<file path="src/rtl/mul_share_arbiter_if.sv">
// Requester-side and multiplier-side signals of the shared multiplier arbiter.
// The arbiter uses the slave view; whoever drives the requesters and the multiplier uses the master view.
interface mul_share_arbiter_if #(
  parameter int NUM_REQ = 4,
  parameter int MUL_LAT = 3,
  parameter int A_W     = 10,
  parameter int B_W     = 11,
  parameter int P_W     = 20
);
  localparam int INF_W = $clog2(MUL_LAT + 1);

  logic [NUM_REQ-1:0]     req_valid;
  logic [NUM_REQ-1:0]     req_ready;
  logic [NUM_REQ*A_W-1:0] req_a;
  logic [NUM_REQ*B_W-1:0] req_b;
  logic [NUM_REQ-1:0]     rsp_valid;
  logic [NUM_REQ-1:0]     rsp_ready;
  logic [P_W-1:0]         rsp_data;
  logic                   mul_ce;
  logic [A_W-1:0]         mul_din0;
  logic [B_W-1:0]         mul_din1;
  logic [P_W-1:0]         mul_dout;
  logic [INF_W-1:0]       inflight;

  modport slave (
    input  req_valid, req_a, req_b, rsp_ready, mul_dout,
    output req_ready, rsp_valid, rsp_data, mul_ce, mul_din0, mul_din1, inflight
  );

  modport master (
    output req_valid, req_a, req_b, rsp_ready, mul_dout,
    input  req_ready, rsp_valid, rsp_data, mul_ce, mul_din0, mul_din1, inflight
  );
endinterface

</file>
<file path="src/rtl/mul_share_arbiter.sv">
// Round-robin sharing of one pipelined multiplier among NUM_REQ requesters, with a
// {valid,id} tag pipe that freezes together with the multiplier under response backpressure.
module mul_share_arbiter #(
  parameter int NUM_REQ = 4,
  parameter int ID_W    = 2,
  parameter int MUL_LAT = 3,
  parameter int A_W     = 10,
  parameter int B_W     = 11,
  parameter int P_W     = 20
) (
  input  logic              clk,
  input  logic              reset,
  mul_share_arbiter_if.slave bus_io
);
  localparam int INF_W = $clog2(MUL_LAT + 1);
  localparam int LAST  = MUL_LAT - 1;

  logic [MUL_LAT-1:0] tag_v_q, tag_v_d;
  logic [ID_W-1:0]    tag_id_q [MUL_LAT];
  logic [ID_W-1:0]    tag_id_d [MUL_LAT];
  logic [ID_W-1:0]    rr_ptr_q, rr_ptr_d;
  logic [INF_W-1:0]   inflight_q, inflight_d;

  logic               stall_s;
  logic               ce_s;
  logic               arb_en_s;
  logic               retire_s;
  logic               grant_any_s;
  logic [ID_W-1:0]    grant_id_s;
  logic [ID_W-1:0]    head_id_s;
  logic [NUM_REQ-1:0] req_ready_s;
  logic [NUM_REQ-1:0] rsp_valid_s;
  logic [A_W-1:0]     din0_s;
  logic [B_W-1:0]     din1_s;
  logic [P_W-1:0]     rsp_data_s;

  assign head_id_s  = tag_id_q[LAST];
  assign stall_s    = tag_v_q[LAST] & ~bus_io.rsp_ready[head_id_s];
  assign ce_s       = ~stall_s;
  assign retire_s   = tag_v_q[LAST] & ~stall_s;
  // Reset gates the grant so req_ready drops the moment reset is asserted.
  assign arb_en_s   = reset & ~stall_s;
  assign rsp_data_s = bus_io.mul_dout;

  // Round-robin search: first asserted req_valid at or above rr_ptr, wrapping.
  always_comb begin
    logic [ID_W:0] sum_v;
    logic [ID_W:0] idx_v;
    grant_any_s = 1'b0;
    grant_id_s  = '0;
    sum_v       = '0;
    idx_v       = '0;
    for (int k = 0; k < NUM_REQ; k++) begin
      sum_v = {1'b0, rr_ptr_q} + (ID_W+1)'(k);
      idx_v = (sum_v >= (ID_W+1)'(NUM_REQ)) ? (sum_v - (ID_W+1)'(NUM_REQ)) : sum_v;
      if (arb_en_s && !grant_any_s && bus_io.req_valid[idx_v[ID_W-1:0]]) begin
        grant_any_s = 1'b1;
        grant_id_s  = idx_v[ID_W-1:0];
      end else begin
        grant_any_s = grant_any_s;
      end
    end
  end

  // Grant strobe and operand steering; idle operands are driven to zero.
  always_comb begin
    req_ready_s = '0;
    din0_s      = '0;
    din1_s      = '0;
    if (grant_any_s) begin
      req_ready_s[grant_id_s] = 1'b1;
      din0_s = bus_io.req_a[grant_id_s*A_W +: A_W];
      din1_s = bus_io.req_b[grant_id_s*B_W +: B_W];
    end else begin
      req_ready_s = '0;
    end
  end

  // Result valid goes only to the requester whose tag sits at the pipe head.
  always_comb begin
    rsp_valid_s = '0;
    for (int i = 0; i < NUM_REQ; i++) begin
      rsp_valid_s[i] = tag_v_q[LAST] & (head_id_s == ID_W'(i));
    end
  end

  // Tag pipe advances in lockstep with the multiplier clock enable.
  always_comb begin
    tag_v_d  = tag_v_q;
    tag_id_d = tag_id_q;
    if (ce_s) begin
      tag_v_d[0]  = grant_any_s;
      tag_id_d[0] = grant_id_s;
      for (int k = 1; k < MUL_LAT; k++) begin
        tag_v_d[k]  = tag_v_q[k-1];
        tag_id_d[k] = tag_id_q[k-1];
      end
    end else begin
      tag_v_d = tag_v_q;
    end
  end

  // Pointer moves just past the winner; in-flight count tracks grants minus retires.
  always_comb begin
    rr_ptr_d   = rr_ptr_q;
    inflight_d = inflight_q;
    if (grant_any_s) begin
      rr_ptr_d = (grant_id_s == ID_W'(NUM_REQ - 1)) ? '0 : (grant_id_s + ID_W'(1));
    end else begin
      rr_ptr_d = rr_ptr_q;
    end
    case ({grant_any_s, retire_s})
      2'b10:   inflight_d = inflight_q + INF_W'(1);
      2'b01:   inflight_d = inflight_q - INF_W'(1);
      default: inflight_d = inflight_q;
    endcase
  end

  // State registers; reset discards every in-flight tag.
  always_ff @(posedge clk or negedge reset) begin
    if (!reset) begin
      tag_v_q    <= '0;
      rr_ptr_q   <= '0;
      inflight_q <= '0;
      for (int k = 0; k < MUL_LAT; k++) begin
        tag_id_q[k] <= '0;
      end
    end else begin
      tag_v_q    <= tag_v_d;
      tag_id_q   <= tag_id_d;
      rr_ptr_q   <= rr_ptr_d;
      inflight_q <= inflight_d;
    end
  end

  assign bus_io.req_ready = req_ready_s;
  assign bus_io.rsp_valid = rsp_valid_s;
  assign bus_io.rsp_data  = rsp_data_s;
  assign bus_io.mul_ce    = ce_s;
  assign bus_io.mul_din0  = din0_s;
  assign bus_io.mul_din1  = din1_s;
  assign bus_io.inflight  = inflight_q;
endmodule

</file>
<file path="src/flat_wrapper.sv">
// flat-port wrapper written by rule: the top's interface ports become plain ports
module mul_share_arbiter_flat 
#(
  parameter int NUM_REQ = 4,
  parameter int ID_W    = 2,
  parameter int MUL_LAT = 3,
  parameter int A_W     = 10,
  parameter int B_W     = 11,
  parameter int P_W     = 20
)
  (clk, reset, bus_io_req_valid, bus_io_req_a, bus_io_req_b, bus_io_rsp_ready, bus_io_mul_dout, bus_io_req_ready, bus_io_rsp_valid, bus_io_rsp_data, bus_io_mul_ce, bus_io_mul_din0, bus_io_mul_din1, bus_io_inflight);
  mul_share_arbiter_if #(.NUM_REQ(NUM_REQ), .MUL_LAT(MUL_LAT), .A_W(A_W), .B_W(B_W), .P_W(P_W)) bus_io_i ();
  input  logic clk;
  input  logic reset;
  input wire logic [$bits(bus_io_i.req_valid)-1:0] bus_io_req_valid;
  input wire logic [$bits(bus_io_i.req_a)-1:0] bus_io_req_a;
  input wire logic [$bits(bus_io_i.req_b)-1:0] bus_io_req_b;
  input wire logic [$bits(bus_io_i.rsp_ready)-1:0] bus_io_rsp_ready;
  input wire logic [$bits(bus_io_i.mul_dout)-1:0] bus_io_mul_dout;
  output wire logic [$bits(bus_io_i.req_ready)-1:0] bus_io_req_ready;
  output wire logic [$bits(bus_io_i.rsp_valid)-1:0] bus_io_rsp_valid;
  output wire logic [$bits(bus_io_i.rsp_data)-1:0] bus_io_rsp_data;
  output wire logic [$bits(bus_io_i.mul_ce)-1:0] bus_io_mul_ce;
  output wire logic [$bits(bus_io_i.mul_din0)-1:0] bus_io_mul_din0;
  output wire logic [$bits(bus_io_i.mul_din1)-1:0] bus_io_mul_din1;
  output wire logic [$bits(bus_io_i.inflight)-1:0] bus_io_inflight;
  assign bus_io_i.req_valid = bus_io_req_valid;
  assign bus_io_i.req_a = bus_io_req_a;
  assign bus_io_i.req_b = bus_io_req_b;
  assign bus_io_i.rsp_ready = bus_io_rsp_ready;
  assign bus_io_i.mul_dout = bus_io_mul_dout;
  assign bus_io_req_ready = bus_io_i.req_ready;
  assign bus_io_rsp_valid = bus_io_i.rsp_valid;
  assign bus_io_rsp_data = bus_io_i.rsp_data;
  assign bus_io_mul_ce = bus_io_i.mul_ce;
  assign bus_io_mul_din0 = bus_io_i.mul_din0;
  assign bus_io_mul_din1 = bus_io_i.mul_din1;
  assign bus_io_inflight = bus_io_i.inflight;
  mul_share_arbiter #(.NUM_REQ(NUM_REQ), .ID_W(ID_W), .MUL_LAT(MUL_LAT), .A_W(A_W), .B_W(B_W), .P_W(P_W)) u_core (.clk(clk), .reset(reset), .bus_io(bus_io_i));
endmodule
</file>
<file path="config.mk">
export PLATFORM = sky130hd
export DESIGN_NAME = mul_share_arbiter_flat
export DESIGN_NICKNAME = d
export VERILOG_FILES = /design/src/rtl/mul_share_arbiter_if.sv /design/src/rtl/mul_share_arbiter.sv /design/src/flat_wrapper.sv
export SDC_FILE = /design/constraint.sdc
export NUM_CORES = 1
export LEC_CHECK = 0
export BUFFER_PORTS_ARGS = -buffer_cell sky130_fd_sc_hd__buf_2
export CELL_PAD_IN_SITES_DETAIL_PLACEMENT = 0
export CELL_PAD_IN_SITES_GLOBAL_PLACEMENT = 1
export CORE_ASPECT_RATIO = 0.7
export CORE_MARGIN = 2
export CORE_UTILIZATION = 25
export CTS_CLUSTER_SIZE = 24
export DETAILED_ROUTE_END_ITERATION = 8
export PLACE_DENSITY = 0.78
export SLEW_MARGIN = 20
export SYNTH_ARGS = -nofsm -noshare
export SYNTH_HDL_FRONTEND = slang
export SYNTH_SLANG_ARGS = --single-unit
</file>
<file path="constraint.sdc">
create_clock -name clk -period 4.1 [get_ports clk]
set_clock_uncertainty 0.2 [all_clocks]
set_input_delay 1.23 -clock clk [delete_from_list [all_inputs] [get_ports clk]]
set_output_delay 1.23 -clock clk [all_outputs]
set_load 0.01 [all_outputs]
</file>
# Word level (Yosys, flattened, before mapping)

Index checks and enable logic that the tools add are counted.

Bits in registers: 13
Bits of input ports: 114
Output and inout bits: 52
Logic and storage cells: 88

Add/sub/neg operators: 10
Multiply operators: 2
Magnitude comparators: 11
Equal/unequal tests: 6
Shift operators: 2
Mux-type cells: 29
Bitwise operators: 9
Reductions and logical operators: 13

Operators by type and width:

| kind                                                        | count |
|---|---|
| variable part select 44 x 7 -> 11 bit                       | 1 |
| variable part select 40 x 7 -> 10 bit                       | 1 |
| less-than comparator 2 x 3 -> 1 bit (second input constant) | 6 |
| two-way mux 2 bit                                           | 9 |
| two-way mux 11 bit                                          | 1 |
| binary-select mux 1 bit (select 2 bit)                      | 5 |
| two-way mux 1 bit                                           | 10 |
| two-way mux 10 bit                                          | 1 |
| subtractor 2 x 1 -> 2 bit (second input constant)           | 5 |
| >= comparator 3 bit (second input constant)                 | 3 |
| equality test 2 bit (second input constant)                 | 4 |
| logical AND 1 bit                                           | 8 |
| bitwise AND 1 bit                                           | 7 |
| adder 2 x 2 -> 3 bit (second input constant)                | 2 |
| multiplier 2 x 4 -> 6 bit (second input constant)           | 1 |
| multiplier 2 x 3 -> 5 bit (second input constant)           | 1 |
| adder 2 x 1 -> 2 bit (second input constant)                | 2 |
| equality test 2 x 1 -> 1 bit (second input constant)        | 2 |
| two-way mux 4 bit                                           | 1 |
| one-hot mux 2 bit (2 select lines)                          | 1 |
| adder 2 x 1 -> 3 bit (second input constant)                | 1 |
| >= comparator 2 x 3 -> 1 bit (second input constant)        | 1 |
| zero test 1 bit                                             | 3 |
| demux 1 bit (select 2 bit)                                  | 1 |
| 4 further kinds                                             | 5 |

# Longest topological paths before layout

Depth after elaboration: 25
Gate-level depth with buffers: 10
Mapped depth without buffers: 7

# Worst setup path after synthesis

Ideal clock, no wire load.

Kind: input -> output
Start: in bus_io_req_valid[0]
End: out bus_io_mul_din0[6]
Arrival time: 2.572 ns
Path slack: 0.098 ns
Stages on the path: 5
Buffers on the path: 1
Cell sequence: nor4_1 > clkbuf_1 > and2b_1 > mux2i_1 > o22ai_1

Word-level cells in the longest chain between the ends: 19
Elaborated cells between the ends (all ways): 29

RTL lines:

| what                                    | RTL line                | RTL |
|---|---|---|
| from (decl)                             | flat_wrapper.sv:15      | `input wire logic [$bits(bus_io_i.req_valid)-1:0] bus_io_req_valid;` |
| binary-select mux 1 bit (select 2 bit)  | mul_share_arbiter.sv:56 | `if (arb_en_s && !grant_any_s && bus_io.req_valid[idx_v[ID_W-1:0]]) begin` |
| two-way mux 1 bit (implied by the code) | mul_share_arbiter.sv:56 |  |
| logical AND 1 bit                       | mul_share_arbiter.sv:56 |  |
| two-way mux 1 bit                       | mul_share_arbiter.sv:56 |  |
| zero test 1 bit                         | mul_share_arbiter.sv:56 |  |
| logical AND 1 bit (2 in series)         | mul_share_arbiter.sv:56 |  |
| two-way mux 1 bit                       | mul_share_arbiter.sv:56 |  |
| zero test 1 bit                         | mul_share_arbiter.sv:56 |  |
| logical AND 1 bit (2 in series)         | mul_share_arbiter.sv:56 |  |
| two-way mux 1 bit                       | mul_share_arbiter.sv:56 |  |
| zero test 1 bit                         | mul_share_arbiter.sv:56 |  |
| logical AND 1 bit (2 in series)         | mul_share_arbiter.sv:56 |  |
| two-way mux 2 bit                       | mul_share_arbiter.sv:56 |  |
| multiplier 2 x 3 -> 5 bit               | mul_share_arbiter.sv:72 | `din0_s = bus_io.req_a[grant_id_s*A_W +: A_W];` |
| variable part select 40 x 7 -> 10 bit   | mul_share_arbiter.sv:72 |  |
| two-way mux 10 bit *                    | mul_share_arbiter.sv:70 | `if (grant_any_s) begin` |
| to (decl)                               | flat_wrapper.sv:24      | `output wire logic [$bits(bus_io_i.mul_din0)-1:0] bus_io_mul_din0;` |

Mark *: on every way between the ends. The rest lies on a longest branch, timed or not. The select of a mux whose other input is x is not followed.

# Final worst setup path

Start: in bus_io_req_valid[3]
End: out bus_io_mul_din0[5]

The elaborated chain is that of the path after synthesis.

==> summary.md <==
| Metric | Value |
|---|---|
| Die outline area | 8030 sq um |
| TritonCTS clock tree | done |
| Total negative slack | 0 ps |
| Area of the core | 7190 sq um |
| Total power per unit cell area | 506 nW/um^2 |
| First-pass GRT wire length | 8.03 mm |
| Fin. max-slew vios | 0 |
| Total CTS buffers | 3 |
| Routed len/inst | roughly 13 um |
| Routability congestion estimate | 0.736 |
| Maximum vdd drop | 0.000185 V |
| Cell count after synthesis | 228 |
| Leakage | 1.54 nW |
| Fraction of synthesis flops using an asynchronous set or reset pin | 100% |
| CP Depth | 8 |
| Total number of yosys warnings | 0 |
| Most frequently used flop master after synthesis | sky130_fd_sc_hd__dfrtp_1 |
| Number of global-route vias before repair | around 1,700 |
| Number of endpoints failing setup at the final stage | 0 |
| Period Utilization, post-route | 98.9% |
| Post-synthesis area per instance | 8.03 sq um |
| Register area share after synthesis | 17.8% |
| Crit end category | output pin |
| Boundary Pins | 166 |
| Synthesized-area fraction occupied by and/or/nand/nor cells | 27.1% |
| Root buffer cell | sky130_fd_sc_hd__clkbuf_8 |
| Number of distinct library cells after synthesis | 32 |
| Count of input and output buffers | 125 |
| Vias | 2,014 |
| Post-DR vias/cell | 4.58 |
| Final ANT Viol Nets | 0 |
| Die width | 106 um |
| Unrepaired setup endpoints after global routing | true |
| Share of the synthesized netlist area taken by xor and xnor gates | under 10% |
| Ratio of cells with drive above 1 in the final layout | 47.4% |
| Utilization of the core after routing | 37.7% |
| Starting density of the core | 25.5% |
| Detailed router's first-iteration violation count | 45 |
| Worst path top cell family by delay | compound AO/OA/AOI/OAI gates |
| Placement Rows | 26 |
| Buffers and inverters on the worst path | 3 |
| Endpoint of the worst register-to-register path | u_core.bus_io.inflight[1]$_DFFE_PN0P_ |
| Largest incremental delay on the critical path | 480 ps |
| Synth Cell Area | roughly 1800 sq um |
| DR DRC count | 0 |
| Achievable Freq | 247 MHz |
| Combinational family with the most area after synthesis | simple AND/OR/NAND/NOR gates |
| Worst setup path end | bus_io_mul_din0[5] |
| Remaining global-route overflow | 0 |
| Total number of nets in the final design | 458 |
| Outcome | completed |
| Crit path DAT | 2620 ps |
| Fill count | 766 |
| Kind of launch point of the worst setup path | primary input |
| Number of flops mapped to enable cells by yosys | 0 |
| Post-CTS Repair Setup Buffers | 0 |
| Number of storage elements in the synthesis netlist | 13 |
| Cells on worst reg2reg path | 8 |
| Clock transition at the register clock pins on the worst setup and hold paths after CTS | 50 ps |
| Quantity of hold-fixing buffers added after cts | 0 |
| Placed wire-length estimate | approximately 4.2 mm |
| Clock sinks | 13 |
| Inserted Diodes | 0 |
| Fraction of the mapped netlist area in compound gates | 12.5% |
| Slew at the pin with the worst max-slew slack | 332 ps |
| Worst reg2reg setup slack | approximately 1700 ps |
| Routed wire length | 5.63 mm |
| Worst setup path startpoint | bus_io_req_valid[3] |
| Share of cell area taken by muxes after synthesis | 24.1% |
| Adder and majority gate portion of the synthesized area | 0.684% |
| Required time reported for the critical path endpoint | 2670 ps |
| Class of the tightest hold or removal check | reg2reg |
| Slowest CP cell | sky130_fd_sc_hd__a221o_4 |
| Cells along the critical path | buf_8, nor2b_4, a21o_1, a221o_4, clkbuf_16, mux2i_1, o22ai_1, buf_2 |
| Maximum root-to-sink buffer count | 2 |
| Number of antenna violations at the first check in global routing | 0 |
| Maximum number of pins on one net before global-route repair | 26 |
| Time the worst path needs with I/O delays and setup | 4050 ps |
| Die outline height | 75.6 um |
| Growth of design area from synthesis to finish | 48.3% |
| Tot GR Track Use | 12.2% |
| Worst r2r src | u_core.head_id_s[1]$_DFFE_PN0N_ |
| Number of failing hold endpoints at the final stage | 0 |
| Slew Limit Headroom | between 70% and 80% |
| Detailed-router iteration count before antenna repair | 4 |
| CP Max Fanout | 12 |
| Kind of critical path | in2out |
| Source-to-sink clock delay at the later pin of the worst-skew pair | 250 ps |
| Number of max-cap violations | 0 |
| H-tree lvl count | 1 |
| Mapped Nets | 343 |
==> worst min-delay path by stage <==
stage | startpoint | end | slack [ps] | depth (start not counted)
after floorplan | u_core.tag_v_q[1]$_DFFE_PN0N_ | u_core.tag_v_q[2]$_DFFE_PN0N_ | 230 | 1
after global routing | u_core.bus_io.inflight[1]$_DFFE_PN0P_ | u_core.bus_io.inflight[1]$_DFFE_PN0P_ | 280 | 1
after detailed placement | u_core.tag_v_q[1]$_DFFE_PN0N_ | u_core.tag_v_q[2]$_DFFE_PN0N_ | 250 | 1
final | u_core.bus_io.inflight[1]$_DFFE_PN0P_ | u_core.bus_io.inflight[1]$_DFFE_PN0P_ | 260 | 1
after global placement | u_core.tag_id_q[3]$_DFFE_PN0N_ | u_core.head_id_s[1]$_DFFE_PN0N_ | 250 | 2
after CTS | u_core.bus_io.inflight[1]$_DFFE_PN0P_ | u_core.bus_io.inflight[1]$_DFFE_PN0P_ | 260 | 1
==> state kept, by name, summed over array words and instances, names as in the netlist <==
register	flops
u_core.tag_v_q	3
u_core.bus_io.inflight	2
u_core.rr_ptr_q	2
u_core.tag_id_q	4
u_core.head_id_s	2
==> cells in the final DEF, fill, tap and decap left out, drive strengths merged, types with 3 or more instances in the layout <==
master and n:
nor2b 37, mux2i 44, nand2 24, o21ai 4
inv 3, clkbuf 8, dfrtp 13, and2b 10
a21oi 3, xnor2 3, buf 143, o22ai 21
nor2 7, nand2b 3
==> Yosys cell counts, drive strengths merged, types with 2 or more instances <==
cell	instances	area (sq um)
a31oi	2	12.5
o21ai	4	20.0
a22o	2	17.5
and2b	10	75.1
and3	2	12.5
nand2	24	92.6
clkbuf	8	31.3
xnor2	3	26.3
and2	2	12.5
nor2	7	26.3
buf	29	241
nor2b	37	231
a21o	2	15.0
dfrtp	13	325
a21oi	3	15.0
nand2b	3	18.8
o22ai	21	131
mux2i	44	440
inv	3	11.3
==> stage by stage <==
step                      std cells  hold WS, ps  power [mW]  instance area, sq um  worst slack (ps)
after floorplan                 228          232       0.869                  1830              97.5
after global placement          432          248        1.14                  2500             -9.53
after detailed placement        432          246        1.15                  2500             -16.7
after CTS                       436          263        1.28                  2550             -1.75
after global routing            440          279        1.49                  2710             -21.2
final                           440          256        1.37                  2710              46.1
==> final cells by class <==
cell class              count  area, sq um  area share [%]
inverters                   4         20.0           0.738
multi-input cells         174         1270            46.9
clock buffers               4         45.0            1.66
flip-flops and latches     13          325            12.0
well taps                  98          123            4.52
repair buffers            147          928            34.2
==> worst reg2reg max path, cell delays in order, from the launching register on <==
cell	delay [ps]
sky130_fd_sc_hd__dfrtp_1	450
sky130_fd_sc_hd__mux2i_1	160
sky130_fd_sc_hd__a22o_2	290
sky130_fd_sc_hd__buf_4	150
sky130_fd_sc_hd__or3_1	320
sky130_fd_sc_hd__buf_4	160
sky130_fd_sc_hd__ha_1	300
sky130_fd_sc_hd__nor2_1	130
sky130_fd_sc_hd__xor2_1	150
==> cell families after synthesis <==
| family | count (synthesis) |
|---|---|
| simple gates | 89 |
| mux | 44 |
| buf+inv | 41 |
| compound gates | 36 |
| flops | 13 |
| xor+xnor | 4 |
| fa+ha+maj | 1 |
==> per-layer routing <==
metal	routed length [um]	part of all wire, %	up-vias	GRT usage [%]
li1	-	-	996	-
met1	2650	47	932	16.1
met2	2520	45	81	20.2
met3	408	7.2	5	3.59
met4	47	0.84	0	2.78
met5	0	0	-	0
==> repair_timing <==
item / in CTS / in global routing
setup endpoints to repair: 2 / 21
resized for setup: 2 / 14
cloned: 0 / 4
pin swaps: 1 / 6
==> report_power, final <==
part,internal (mW),switching [mW]
Clock,0.0687,0.0479
Sequential,0.191,0.0554
Combinational,0.534,0.476
No activity file was read; power rests on OpenSTA's default activity.
